**src/rtl/vga_timing_gen.sv**
```systemverilog
// VGA raster timing: pixel divider, h/v counters, syncs, blank and strobes.
// Optional frame counter port enabled by defining VGA_FRAME_CNT_EN.
module vga_timing_gen #(
  parameter int PIX_DIV = 2,
  parameter int H_VIS   = 640,
  parameter int H_FP    = 16,
  parameter int H_SYNC  = 96,
  parameter int H_BP    = 48,
  parameter int V_VIS   = 480,
  parameter int V_FP    = 10,
  parameter int V_SYNC  = 2,
  parameter int V_BP    = 33
) (
  input  logic        clk,
  input  logic        reset,
  output logic [9:0]  DrawX,
  output logic [9:0]  DrawY,
  output logic        hs,
  output logic        vs,
  output logic        blank,
  output logic        pix_tick,
  output logic        line_start,
`ifdef VGA_FRAME_CNT_EN
  output logic        frame_start,
  output logic [15:0] frame_cnt
`else
  output logic        frame_start
`endif
);

  localparam int H_TOT = H_VIS + H_FP + H_SYNC + H_BP;
  localparam int V_TOT = V_VIS + V_FP + V_SYNC + V_BP;
  localparam int DW    = (PIX_DIV > 1) ? $clog2(PIX_DIV) : 1;

  localparam logic [DW-1:0] DIV_MAX = DW'(PIX_DIV - 1);

  localparam logic [9:0] H_MAX  = 10'(H_TOT - 1);
  localparam logic [9:0] V_MAX  = 10'(V_TOT - 1);
  localparam logic [9:0] H_VEND = 10'(H_VIS);
  localparam logic [9:0] V_VEND = 10'(V_VIS);
  localparam logic [9:0] HS_BEG = 10'(H_VIS + H_FP);
  localparam logic [9:0] HS_END = 10'(H_VIS + H_FP + H_SYNC);
  localparam logic [9:0] VS_BEG = 10'(V_VIS + V_FP);
  localparam logic [9:0] VS_END = 10'(V_VIS + V_FP + V_SYNC);

  logic [DW-1:0] div;
  logic [9:0]    hc;
  logic [9:0]    vc;
  logic [9:0]    hc_nx;
  logic [9:0]    vc_nx;
  logic          wrap_h;
  logic          wrap_v;

  assign wrap_h   = (hc == H_MAX);
  assign wrap_v   = (vc == V_MAX);
  assign pix_tick = ~reset & (div == DIV_MAX);

  always_comb begin
    hc_nx = hc;
    vc_nx = vc;
    if (pix_tick) begin
      hc_nx = wrap_h ? 10'd0 : hc + 10'd1;
      if (wrap_h)
        vc_nx = wrap_v ? 10'd0 : vc + 10'd1;
    end
  end

  always_ff @(posedge clk) begin
    if (reset)
      div <= '0;
    else if (pix_tick)
      div <= '0;
    else
      div <= div + DW'(1);
  end

  always_ff @(posedge clk) begin
    if (reset) begin
      hc <= '0;
      vc <= '0;
    end else begin
      hc <= hc_nx;
      vc <= vc_nx;
    end
  end

  // Qualifiers follow the next position so they line up with DrawX/DrawY;
  // updating only on ticks keeps blank low at (0,0) right after reset.
  always_ff @(posedge clk) begin
    if (reset) begin
      hs    <= 1'b1;
      vs    <= 1'b1;
      blank <= 1'b0;
    end else if (pix_tick) begin
      hs    <= ~((hc_nx >= HS_BEG) && (hc_nx < HS_END));
      vs    <= ~((vc_nx >= VS_BEG) && (vc_nx < VS_END));
      blank <= (hc_nx < H_VEND) && (vc_nx < V_VEND);
    end
  end

  always_ff @(posedge clk) begin
    if (reset) begin
      line_start  <= 1'b0;
      frame_start <= 1'b0;
    end else begin
      line_start  <= pix_tick & wrap_h;
      frame_start <= pix_tick & wrap_h & wrap_v;
    end
  end

`ifdef VGA_FRAME_CNT_EN
  logic [15:0] frame_q;

  always_ff @(posedge clk) begin
    if (reset)
      frame_q <= '0;
    else if (pix_tick & wrap_h & wrap_v)
      frame_q <= frame_q + 16'd1;
  end

  assign frame_cnt = frame_q;
`endif

  assign DrawX = hc;
  assign DrawY = vc;

endmodule

```
**config.mk**
```make
export PLATFORM = sky130hd
export DESIGN_NAME = vga_timing_gen
export DESIGN_NICKNAME = d
export VERILOG_FILES = /design/src/rtl/vga_timing_gen.sv
export SDC_FILE = /design/constraint.sdc
export NUM_CORES = 1
export LEC_CHECK = 0
export ABC_CLOCK_PERIOD_IN_PS = 4100
export CAP_MARGIN = 10
export CELL_PAD_IN_SITES_DETAIL_PLACEMENT = 1
export CELL_PAD_IN_SITES_GLOBAL_PLACEMENT = 2
export CORE_MARGIN = 2
export CORE_UTILIZATION = 39
export DETAILED_ROUTE_END_ITERATION = 10
export DONT_BUFFER_PORTS = 1
export PLACE_DENSITY = 0.91
export SYNTH_ARGS = -nofsm -noshare
export SYNTH_HDL_FRONTEND = slang
export SYNTH_SLANG_ARGS = --single-unit
```
**constraint.sdc**
```tcl
create_clock -name clk -period 4.1 [get_ports clk]
set_clock_uncertainty 0.05 [all_clocks]
set_input_delay 0.615 -clock clk [delete_from_list [all_inputs] [get_ports clk]]
set_output_delay 0.615 -clock clk [all_outputs]
set_load 0.02 [all_outputs]
```
Word-level counts from Yosys, hierarchy flattened. Cells that the tools add are included.

Order comparisons: 6. Bitwise operators: 6. Equal/unequal tests: 2. Mux-type cells: 5. Reduce and logical (&&, ||, !) cells: 4. Add/subtract/negate cells: 3.

Operators by type and width (number): 10-bit two-way mux (5); 10-bit by 1-bit adder with 10-bit output, second input constant (2); 10-bit == test, second input constant (2); 10-bit < comparator, second input constant (2); 10-bit by 9-bit < comparator with 1-bit output, second input constant (2); 10-bit greater-or-equal comparator, second input constant (1); 10-bit by 9-bit greater-or-equal comparator with 1-bit output, second input constant (1); 1-bit bitwise AND (3); 1-bit logical AND (3); 1-bit inverter (3); 2-bit OR reduction (1); 1-bit adder, second input constant (1).

Register bits after elaboration: 26. Output and inout bits: 26. Logic and storage cells: 34.

Depth between registers and ports, before layout.
Depth in word-level cells: 7. Mapped depth: 9.

Least setup slack after synthesis. OpenSTA, ideal clock, no wires.

Path type: input -> register. From: input reset. To: register blank. Data required time: 3933 ps. Library setup time: 117 ps. Setup slack: 1515 ps. Stages on the path: 9. Arrival time: 2418 ps. Cell sequence: buf_6 nand4b_4 nor2_1 nand2_2 clkinv_2 nand4_1 xor2_1 or4_1 a32o_1.

Longest elaborated chain between the ends: 5. Elaborated cells on any way between the ends: 7. Classes of those cells: order compare (2); mux (2); bitwise (2); reduce/logical (1).

RTL lines: start, declared (RTL line 15) `input logic reset,`; 1-bit inverter (RTL line 56) `assign pix_tick = ~reset & (div == DIV_MAX);`; 1-bit bitwise AND (RTL line 56); 10-bit two-way mux (RTL line 61) `if (pix_tick) begin`; 10-bit < comparator / 10-bit by 9-bit < comparator with 1-bit output (equally long branches) (RTL line 97) `blank <= (hc_nx < H_VEND) && (vc_nx < V_VEND);`; 1-bit logical AND (RTL line 97); end signal, assigned (RTL line 97); end, declared (RTL line 20) `output logic blank,`.

Several ways; a longest one is shown, not always the timed one. A chain may end at the register's enable or synchronous reset.

Final worst setup path.
From: register hc[0] (netlist: DrawX[0]). To: register blank.

Longest elaborated chain between the ends: 5. Elaborated cells on any way between the ends: 9. Classes of those cells: add/sub (1); order compare (2); eq/ne (1); mux (4); reduce/logical (1).

RTL lines: start, declared (RTL line 47) `logic [9:0] hc;`; start signal, assigned (RTL line 82) `hc <= hc_nx;`; 10-bit by 1-bit adder with 10-bit output / 10-bit == test (equally long branches) (RTL line 62, 54); 10-bit two-way mux (on tied branches) (RTL line 62, 63); 10-bit two-way mux (RTL line 61); 10-bit < comparator / 10-bit by 9-bit < comparator with 1-bit output (equally long branches) (RTL line 97); 1-bit logical AND (*) (RTL line 97).

Every way passes the cells marked *; elsewhere a longest branch is shown, timed or not.

==> impl_metrics.xml <==
<?xml version="1.0" encoding="UTF-8"?>
<metrics>
  <group name="run_status">
    <metric name="outcome" unit="">finished clean</metric>
  </group>
  <group name="cells_and_area">
    <metric name="fillers" unit="">425</metric>
    <metric name="areaGrowthSynthToFinish" unit="%">3.025</metric>
    <metric name="final_cell_area" unit="um2">1406</metric>
    <metric name="finalNetCount" unit="">162</metric>
    <metric name="final_layout_size_suffix_gt1_frac" unit="">0.06452</metric>
    <metric name="n_antenna_cell" unit="">0</metric>
  </group>
  <group name="synthesis">
    <metric name="mappedNetlistArea" unit="um2">1365</metric>
    <metric name="syn_avg_cell_area" unit="um2">8.640</metric>
    <metric name="count_of_warnings_emitted_by_yosys" unit="">0</metric>
    <metric name="yosysSeqAreaShare" unit="">0.3813</metric>
    <metric name="yosysUniqueCellTypes" unit="">40</metric>
    <metric name="postSynthRegisterBits" unit="">26</metric>
    <metric name="synth-async-reset-ratio" unit="">0</metric>
    <metric name="synth_top_cells_by_area" unit="">dfxtp_1 38%, xor2_1 7.1%, nor2_1 4.7%</metric>
    <metric name="synth_edf_count" unit="">0</metric>
    <metric name="synth_largest_area_cell" unit="">dfxtp_1</metric>
    <metric name="syn_inst" unit="">158</metric>
    <metric name="dominantRegCellSynth" unit="">dfxtp_1</metric>
    <metric name="yosysTopAreaCellShare" unit="">0.3813</metric>
    <metric name="postSynthNetCount" unit="">163</metric>
  </group>
  <group name="timing">
    <metric name="fin_crit" unit="ps">2863</metric>
    <metric name="setup-tns-final" unit="ps">0</metric>
    <metric name="setup-violations-final" unit="">0</metric>
    <metric name="slew_headroom" unit="">0.5633</metric>
    <metric name="whs" unit="ps">288.9</metric>
    <metric name="timing_max_transition_violations_final" unit="">0</metric>
    <metric name="tightest_slew" unit="ps">653.7</metric>
    <metric name="post-route-period-util" unit="">0.6984</metric>
    <metric name="rsz0062_at_grt" unit="">false</metric>
    <metric name="fmax" unit="MHz">349.2</metric>
    <metric name="finalWorstSetupSlack" unit="ps">1237</metric>
    <metric name="final-hold-violation-count" unit="">0</metric>
  </group>
  <group name="critical_path">
    <metric name="worstPathCellList" unit="">ha_1, nand2_1, nor2_1, nand2_2, clkinv_2, nand4_1, xor2_1, or4_1, a32o_1</metric>
    <metric name="rr_startpoint" unit="">DrawX[0]</metric>
    <metric name="reg2regPathDepth" unit="">9</metric>
    <metric name="timing.critical_path.slowest_cell_delay" unit="ps">580</metric>
    <metric name="reg2reg_setup_slack" unit="ps">1240</metric>
    <metric name="regToRegEndpoint" unit="">blank</metric>
    <metric name="critical_path_arrival" unit="ps">3050</metric>
    <metric name="setup.worst_path.class" unit="">flip-flop to flip-flop</metric>
    <metric name="critical_path.slowest_cell" unit="">dfxtp_1</metric>
    <metric name="crit_path_launch_type" unit="">flip-flop</metric>
    <metric name="worstPathMaxFanout" unit="">9</metric>
    <metric name="cp.required" unit="ps">4290</metric>
    <metric name="worst_setup_path_end_kind" unit="">flip-flop</metric>
  </group>
  <group name="die">
    <metric name="die-height" unit="um">63.16</metric>
    <metric name="initial_util" unit="">0.4091</metric>
    <metric name="boundaryPins" unit="">28</metric>
    <metric name="die_x_extent" unit="um">63.16</metric>
    <metric name="row_count" unit="">21</metric>
    <metric name="fp.coreArea" unit="um2">3337</metric>
    <metric name="die_area" unit="um2">3989</metric>
  </group>
  <group name="grt">
    <metric name="grt_util_all_layers" unit="">0.1749</metric>
    <metric name="maximum_number_of_pins_on_one_net_before_global_route_repair" unit="">20</metric>
    <metric name="via_count_of_the_first_global_routing_pass" unit="">1122</metric>
    <metric name="antenna_found_initial" unit="">0</metric>
    <metric name="grt_pass1_wl" unit="mm">5.595</metric>
    <metric name="grt-ovfl-total" unit="">0</metric>
  </group>
  <group name="routing">
    <metric name="drt-pass1-iter-count" unit="">4</metric>
    <metric name="overall_routed_net_length" unit="mm">3.424</metric>
    <metric name="final_antenna_net_count" unit="">0</metric>
    <metric name="post_drt_via_cell_ratio" unit="">5.726</metric>
    <metric name="detailedRoute.firstIterationViolations" unit="">25</metric>
    <metric name="via_count" unit="">1151</metric>
    <metric name="wl_per_cell" unit="um">17.03</metric>
    <metric name="drc" unit="">0</metric>
  </group>
  <group name="clock_network">
    <metric name="cts-buffers-inserted" unit="">3</metric>
    <metric name="cts_tree" unit="">built</metric>
    <metric name="ctsHoldBuffers" unit="">0</metric>
    <metric name="clk_pin_slew" unit="ps">140</metric>
    <metric name="cts_max_level" unit="">1</metric>
    <metric name="root_buffer" unit="">clkbuf_4</metric>
    <metric name="post-cts-setup-buffers" unit="">0</metric>
    <metric name="clock_sink_count" unit="">26</metric>
    <metric name="cts_resized" unit="">0</metric>
    <metric name="max-clock-path-buffers" unit="">2</metric>
    <metric name="worst_skew_pair.late_latency" unit="ps">320</metric>
  </group>
  <group name="worst_hold_path">
    <metric name="min_to" unit="">DrawX[2]</metric>
    <metric name="holdCritStartpoint" unit="">reset</metric>
    <metric name="hold_path.class" unit="">primary input to flip-flop</metric>
    <metric name="holdPathStages" unit="">1</metric>
  </group>
  <group name="placed_design">
    <metric name="final_weighted_congestion_in_routability_driven_placement" unit="">0.8374</metric>
    <metric name="place_ws" unit="ps">1261</metric>
    <metric name="post_dp_cell_area" unit="um2">1384</metric>
    <metric name="dp_hpwl" unit="mm">2.619</metric>
    <metric name="port_buffers" unit="">0</metric>
  </group>
  <group name="flow_run">
    <metric name="max_cap_viol_count" unit="">0</metric>
  </group>
  <group name="power">
    <metric name="cellPowerDensity" unit="nW/um2">271.5</metric>
    <metric name="vdd.ir_drop.worst" unit="uV">173.5</metric>
    <metric name="report.power.total" unit="uW">381.8</metric>
    <metric name="static-leakage-power" unit="uW">0.0004887</metric>
  </group>
</metrics>
[critical path, delay by kind of cell (launching register included)]
family | cells | cell delay, ps
and+or+nand+nor | 5 | 1270
DFF | 1 | 580
adders and majority gates | 1 | 320
AOI/OAI and AO/OA | 1 | 230
xor gates and xnor gates | 1 | 200
buffers and inverters | 1 | 130
[placed cells by master (no fill, tap or decap)]
cell / instances
nor2_2: 1
ha_1: 3
nor3_1: 8
a21oi_1: 5
o21a_1: 1
nor4b_4: 1
a21boi_0: 1
nand3_1: 7
clkbuf_4: 3
and4b_1: 1
nand3b_1: 3
nand4_1: 7
nor2_1: 17
xnor2_1: 6
o21ai_0: 6
nor4_1: 4
or3_4: 1
clkinv_2: 1
nand2_2: 1
a21o_1: 1
and2_1: 1
or4_1: 1
o31ai_1: 1
a211o_1: 1
a32o_1: 1
mux2i_1: 2
and3_1: 5
nand4b_4: 1
inv_1: 4
or3_1: 3
nand2b_1: 3
nor2b_1: 1
dfxtp_1: 26
xor2_1: 11
nor3b_1: 1
a31oi_1: 2
or4b_2: 1
nand2_1: 12
[cells in the mapped netlist (2+ instances only)]
| master | number |
|---|---|
| a21oi_1 | 5 |
| a31oi_1 | 2 |
| and3_1 | 5 |
| buf_6 | 2 |
| clkbuf_1 | 3 |
| dfxtp_1 | 26 |
| ha_1 | 3 |
| inv_1 | 4 |
| mux2i_1 | 2 |
| nand2_1 | 12 |
| nand2b_1 | 3 |
| nand3_1 | 7 |
| nand3b_1 | 3 |
| nand4_1 | 7 |
| nor2_1 | 17 |
| nor3_1 | 8 |
| nor4_1 | 4 |
| o21ai_0 | 6 |
| or3_1 | 3 |
| xnor2_1 | 6 |
| xor2_1 | 11 |
[sequential cells by signal (all words and copies together) (netlist names)]
name / cells
hs: 1
DrawY: 10
div: 1
line_start: 1
frame_start: 1
blank: 1
vs: 1
DrawX: 10
[cell families (layout without fill, tap and decap cells)]
kind of cell | Yosys count | after routing | synth area share
buffers and inverters | 11 | 8 | 0.04307
AO/OA/AOI/OAI | 19 | 19 | 0.08525
AND/OR/NAND/NOR | 80 | 80 | 0.3391
adder cells (fa/ha/maj) | 3 | 3 | 0.02750
flip-flops | 26 | 26 | 0.3813
XOR/XNOR | 17 | 17 | 0.1091
multiplexers | 2 | 2 | 0.01467
[routing by layer]
metal / share of wire / track usage
met5: 0 / 0
met4: 0.0050 / 0.02222
met3: 0.048 / 0.05179
met2: 0.48 / 0.2992
met1: 0.47 / 0.2226
[layout make-up]
type | instances | area (um2) | share of cell area
Clock buffer | 3 | 22.52 | 0.01601
Tap cell | 46 | 57.56 | 0.04093
Multi-Input combinational cell | 121 | 785.8 | 0.5587
Inverter | 5 | 20.02 | 0.01423
Sequential cell | 26 | 520.5 | 0.3701
[report_power, final]
group,internal [uW],switching [uW],leakage [uW],total [uW]
sequential,256,8.13,0.000210,264
clock,34.5,74.6,0.0000138,109
combinational,4.20,4.81,0.000265,9.01
[per-stage QoR]
stage / utilization / instances
4_1_cts: 0.4214 / 201
6_report: 0.4214 / 201
2_1_floorplan: - / 158
3_5_place_dp: 0.4147 / 198
5_1_grt: 0.4214 / 201
3_3_place_gp: 0.4147 / 198
[worst max-delay path by stage]
stage                  start     to  slack, ps  depth (start not counted)
global placement    DrawX[0]  blank       1390                          9
detailed placement  DrawX[0]  blank       1260                          9
CTS                 DrawX[0]  blank       1240                          9
global route        DrawX[0]  blank       1030                          9
finish              DrawX[0]  blank       1240                          9
floorplan              reset  blank       1510                          9
Note: power is estimated with default switching activity, not from simulation.
